$ cat src/rtl/multi_operand_adder.sv
// multi_operand_adder
//   Sequential multi-operand adder. Operands are written one at a time into a
//   NUM_OPS-deep bank. A start request then sums the bank serially, one slot
//   per clock, through a single adder. The pass starts either from zero or
//   from the previous {cout,sum} result, which gives a running total.
//
// Ports
//   clk, rst         : clock, asynchronous active-high reset
//   load_en/load_idx : write din into slot load_idx (IDLE only; out-of-range dropped)
//   din              : unsigned operand
//   start, mode      : begin a pass (IDLE only); mode=1 continues from {cout,sum}
//   sum, cout        : last completed result, low SUM_W bits and bit SUM_W
//   valid            : one-cycle pulse when sum/cout update
//   busy             : high while a pass is in progress
module multi_operand_adder #(
    parameter int WIDTH   = 4,
    parameter int NUM_OPS = 5,
    parameter int SUM_W   = 6,
    parameter int IDX_W   = 3
) (
    input  logic             clk,
    input  logic             rst,
    input  logic             load_en,
    input  logic [IDX_W-1:0] load_idx,
    input  logic [WIDTH-1:0] din,
    input  logic             start,
    input  logic             mode,
    output logic [SUM_W-1:0] sum,
    output logic             cout,
    output logic             valid,
    output logic             busy
);
    localparam int ACC_W = SUM_W + 1;

    typedef enum logic {IDLE, ACCUM} state_t;

    state_t                          state;
    logic [NUM_OPS-1:0][WIDTH-1:0]   bank;
    logic [ACC_W-1:0]                acc;
    logic [ACC_W-1:0]                acc_nxt;
    logic [IDX_W-1:0]                idx;
    logic [WIDTH-1:0]                rd;
    logic                            bank_we;

    // Bank is frozen during a pass; a write coinciding with start still
    // lands, and slot 0 is first read one edge later, so it is seen.
    assign bank_we = (state == IDLE) && load_en;

    always_ff @(posedge clk or posedge rst) begin
        if (rst) begin
            bank <= '0;
        end else begin
            for (int i = 0; i < NUM_OPS; i++) begin
                if (bank_we && load_idx == IDX_W'(i))
                    bank[i] <= din;
            end
        end
    end

    // Read mux by compare so out-of-range indices simply select nothing.
    always_comb begin
        rd = '0;
        for (int i = 0; i < NUM_OPS; i++) begin
            if (idx == IDX_W'(i))
                rd = bank[i];
        end
    end

    assign acc_nxt = acc + ACC_W'(rd);

    always_ff @(posedge clk or posedge rst) begin
        if (rst) begin
            state <= IDLE;
            acc   <= '0;
            idx   <= '0;
            sum   <= '0;
            cout  <= 1'b0;
            valid <= 1'b0;
            busy  <= 1'b0;
        end else begin
            valid <= 1'b0;
            case (state)
                IDLE: begin
                    if (start) begin
                        state <= ACCUM;
                        busy  <= 1'b1;
                        idx   <= '0;
                        acc   <= mode ? {cout, sum} : '0;
                    end
                end
                ACCUM: begin
                    acc <= acc_nxt;
                    idx <= idx + 1'b1;
                    if (idx == IDX_W'(NUM_OPS - 1)) begin
                        {cout, sum} <= acc_nxt;
                        valid       <= 1'b1;
                        busy        <= 1'b0;
                        state       <= IDLE;
                    end
                end
                default: state <= IDLE;
            endcase
        end
    end
endmodule
$ cat config.mk
export PLATFORM = sky130hd
export DESIGN_NAME = multi_operand_adder
export DESIGN_NICKNAME = d
export VERILOG_FILES = /design/src/rtl/multi_operand_adder.sv
export SDC_FILE = /design/constraint.sdc
export NUM_CORES = 1
export LEC_CHECK = 0
export ABC_CLOCK_PERIOD_IN_PS = 3300
export BUFFER_PORTS_ARGS = -buffer_cell sky130_fd_sc_hd__buf_2
export CELL_PAD_IN_SITES_DETAIL_PLACEMENT = 1
export CELL_PAD_IN_SITES_GLOBAL_PLACEMENT = 1
export CORE_MARGIN = 2
export CORE_UTILIZATION = 46
export DETAILED_ROUTE_END_ITERATION = 6
export PLACE_DENSITY = 0.87
export SYNTH_ARGS = -nofsm -noshare
export SYNTH_HDL_FRONTEND = slang
export SYNTH_SLANG_ARGS = --single-unit
$ cat constraint.sdc
create_clock -name clk -period 3.3 [get_ports clk]
set_input_delay 0.33 -clock clk [delete_from_list [all_inputs] [get_ports clk]]
set_output_delay 0.33 -clock clk [all_outputs]
set_load 0.05 [all_outputs]
-- Word-level counts from Yosys, hierarchy flattened
Index checks and enable logic that the tools add are counted.
- register bits after elaboration: 40
- latch bits: 0
- RAM bits: 0
- ROM bits: 0
- input port bits: 12
- logic and storage cells: 53
- memories: 0
- add/sub/neg operators: 2
- multiply operators: 0
- divide/modulo/power cells: 0
- magnitude comparators: 0
- eq/ne operators: 10
- shift-type cells: 0
- mux-type cells: 18
- bitwise operators: 1
- reduce and logical (&&, ||, !) cells: 10
- operators with widths (cell ; number):
    2-to-1 mux 4 bit ; 5
    2-to-1 mux 7 bit ; 2
    one-hot mux 7 bit (2 select lines) ; 1
    equality test 3 x 2 -> 1 bit, second input constant ; 4
    adder 7 x 4 -> 7 bit ; 1
    equality test 3 x 1 -> 1 bit, second input constant ; 2
    equality test 3 bit, second input constant ; 2
    logical AND 1 bit ; 6
    logical NOT 3 bit ; 2
    2-to-1 mux 1 bit ; 6
    one-hot mux 3 bit (2 select lines) ; 1
    one-hot mux 1 bit (2 select lines) ; 2
    AND reduction 2 bit ; 2
    adder 3 x 1 -> 3 bit, second input constant ; 1
    2-to-1 mux 3 bit ; 1
    inequality test 2 x 1 -> 1 bit, second input constant ; 1
    inequality test 2 bit, second input constant ; 1
    NOT 1 bit ; 1

-- Logic depth before layout (Yosys ltp)
- depth in word-level cells: 8
- mapped depth: 10
- gate-level depth less buffers: 10

-- Worst setup path after synthesis
Ideal clock, no wire load.
- path kind: register to register
- start: register idx[0]
- end: register acc[5]
- library setup time: 0.128 ns
- arrival time: 2.711 ns
- slack: 0.461 ns
- stages on the path, launching flop included: 10
- path buffers: 0
- clock period less this slack: 2.839 ns
- path through: dfrtp_1 -> ha_1 -> ha_1 -> or2_2 -> a211o_1 -> a31oi_1 -> ha_1 -> a211oi_1 -> o2111a_1 -> nor3_1
- word-level cells in the longest chain between the ends: 8
- elaborated cells on any way between the ends: 12
- RTL lines (item ; line ; RTL):
    start, declared ; 41 ; logic [IDX_W-1:0] idx;
    start signal, assigned ; 93 ; idx <= idx + 1'b1;
    logical NOT 3 bit ; 64 ; if (idx == IDX_W'(i))
    2-to-1 mux 4 bit (4 in a row) ; 64 ;
    2-to-1 mux 4 bit (*) ; 64 ;
    adder 7 x 4 -> 7 bit (*) ; 69 ; assign acc_nxt = acc + ACC_W'(rd);
    one-hot mux 7 bit (2 select lines) (*) ; 82 ; case (state)
    end signal, assigned ; 88 ; acc <= mode ? {cout, sum} : '0;
    end signal, assigned ; 92 ; acc <= acc_nxt;
    end, declared ; 39 ; logic [ACC_W-1:0] acc;
Every way passes the cells marked *; elsewhere a longest branch is shown, timed or not.
A chain may end at the register's enable or synchronous reset.

-- Worst setup path in the final report
- start: register idx[0]
- end: register acc[4]
Same word-level chain as after synthesis.

==> reports/qor.yml <==
timing:
  rsz0062_at_grt: "no"
  fin_tns_setup_ps: 0
  fin_ws_ps: 292
  skew_ps: 8.50
  slew_headroom_pct: 41.6
  fmax_ghz: 0.332
  layout_min_cycle_time_ps: 3010
  maxSlewViolCount: 0
  finalSetupViolCount: 0
  finalHoldViolations: 0
  worst_hold_slack_ps: 137
  worst_slew_pin_slew_ps: 876
  post-route-period-util_pct: 91.1
run:
  cap_violations: 0
synthesis:
  yosysTopAreaCell: "dfrtp_1"
  postSynthCellCount: 196
  synth_seq_area_share_pct: 47.5
  synth_seq_cells: 40
  avgSynthCellArea_sq_um: 10.8
  synth-edff-count: 0
  synth_common_cells: "40 x dfrtp_1, 22 x nand2_1, 21 x mux2_2"
  yosysWarnings: 0
  syn_area_sq_um: 2110
  synth_ff_type: "dfrtp_1"
  netlist_top_cells_area: "dfrtp_1 47%, mux2_2 11%, ha_1 5.3%, nand2_1 3.9%, a21oi_1 1.9%"
  synth_most_common_cell: "dfrtp_1"
  synth_cell_type_count: 41
  async_reset_ff_share_pct: 100
  synth_top_area_share_pct: 47.5
  syn-num-nets: 218
drt:
  postRouteAntennaNets: 0
  via_per_inst: 5.82
  avgRoutedWirePerCell_microns: 18.6
  drc: 0
  drt_pre_antenna_iters: 4
  totalWireLength_microns: 5070
  vias: 1584
  drt_iter0_drc: 58
place:
  pre_cts_slack_ps: 322
  post-dp-hpwl_microns: 3620
  gp_congestion: 0.844
  dpl_cell_area_sq_um: 2250
  port-buffer-count: 20
  placed_cells: 264
setup_path:
  cp-end-kind: "flip-flop"
  worstPathArrival_ps: 3240
  cp-start-kind: "flip-flop"
  cpPeakStageDelay_ps: 640
  crit_fanout: 6
  crit_chain: "ha_1, ha_1, or2_2, a211o_1, a31oi_1, ha_1, fa_1, a211oi_2, or4b_2, nand3_1"
  cp_common_cell: "ha_1"
  required_ps: 3530
  path_class: "reg2reg"
  worst_path_max_delay_cell: "or4b_2"
floorplanning:
  rows: 24
  coreArea_sq_um: 4380
  initial_core_util_pct: 48.1
  die_h_microns: 71.7
  die_area_sq_um: 5140
  num_io_pins: 21
  die_x_microns: 71.7
power_and_ir_drop:
  pwr-share-clk_pct: 15.1
  p_leak_nw: 1.12
  p_switching_mw: 1.17
  switching_share_pct: 44.6
  peakVddDrop_mv: 0.592
  power_density_nw_per_um2: 1110
  internal_power_mw: 1.46
  seqPwrFrac_pct: 34.8
  combPwrFrac_pct: 50.1
  finalPower_mw: 2.63
layout:
  final_area_sq_um: 2360
  stdcell_count: 272
  utilization_pct: 53.9
  fin_nets: 241
  drive_gt1_share_pct: 25.5
  diodes: 0
  syn_to_final_growth_pct: 12.0
clocking:
  cts_tree: "built"
  hold_buffers: 0
  root_buffer: "clkbuf_8"
  cts_resized: 0
  cts_post_setup_buffers_inserted: 0
  cts-htree-levels: 2
  clock_sinks: 40
  clock_path_buffers: 2
  numCtsBuffers: 5
  path_clk_slew_ps: 80
  clock_latency_ps: 300
global_routing:
  overflow: 0
  grt.total_usage_pct: 21.8
  grt_pass1_vias: 1705
  grt_antenna_before_repair: 0
  grt_first_pass_wirelength_microns: 8450
  grt_max_degree: 29
outcome:
  outcome: "finished clean"
hold_path:
  min_path_type: "in2async"
-- state kept, by name, summed over array words and instances, names as in the netlist --
signal	cells
state	1
cout	1
bank	20
valid	1
idx	3
busy	1
sum	6
acc	7
-- layer usage --
metal / global-route usage [%] / part of all wire, %
met5: 0 / 0
met4: 9.01 / 2.2
met3: 4.78 / 3.0
met2: 36.6 / 51
met1: 27.3 / 44
-- worst max-delay path, delay by kind of cell (launching register included) --
family | cells | cell delay, ps
AO/OA/AOI/OAI | 3 | 560
adder cells (fa/ha/maj) | 4 | 900
flip-flops | 1 | 420
AND/OR/NAND/NOR | 3 | 1060
-- layout by cell type, fill, tap and decap left out, types with 2 or more instances in the layout --
cell	Yosys	layout
nor3_1	2	2
nand2_1	22	22
a211oi_1	5	5
a21oi_1	8	8
nand3_1	5	5
dfrtp_1	40	40
o31ai_1	3	3
o21ai_0	6	6
or4_1	3	3
buf_4	1	2
o211ai_1	5	5
ha_1	9	9
buf_2	1	20
a31oi_1	6	6
and3b_1	2	2
clkbuf_8	0	5
a211o_1	4	4
and3_1	6	6
nand3b_1	5	5
nor2b_1	5	5
mux2_2	21	21
nor2_1	10	10
inv_1	6	6
-- final cells by class --
class / instances / area [sq um]
clock buffers: 6 / 72.6
inverters: 7 / 26.3
fillers: 502 / 2020
flip-flops and latches: 40 / 1000
clock inverters: 2 / 35.0
repair buffers: 22 / 115
multi-input cells: 143 / 1050
well taps: 52 / 65.1
-- kinds of logic after synthesis --
| kind of cell | after synthesis | synth area share [%] |
|---|---|---|
| AND/OR/NAND/NOR | 70 | 18.3 |
| AO/OA/AOI/OAI | 40 | 12.9 |
| flip-flops | 40 | 47.5 |
| multiplexers | 22 | 11.7 |
| buffers and inverters | 13 | 2.91 |
| adder cells (fa/ha/maj) | 10 | 6.29 |
| XOR/XNOR | 1 | 0.416 |
-- path summary, 6_finish.rpt --
kind                         from       end  slack [ps]  cells past startpoint
max in group asynchronous     rst     state        2400                      3
min in group clk           din[2]  bank[14]         330                      2
min reg2reg                sum[0]    sum[0]         500                      2
max reg2reg                idx[0]    acc[4]         290                     10
min                           rst    acc[1]         140                      2
max                        idx[0]    acc[4]         290                     10
-- power groups by stage --
| stage | sequential (mW) | clock [mW] | combinational (mW) |
|---|---|---|---|
| global placement | 0.907 | 0 | 1.26 |
| floorplan | 0.986 | 0 | 0.899 |
| finish | 0.915 | 0.397 | 1.32 |
| global route | 0.946 | 0.423 | 1.48 |
| detailed placement | 0.919 | 0 | 1.31 |
| CTS | 0.913 | 0.409 | 1.33 |
(Power assumes the default switching activity.)
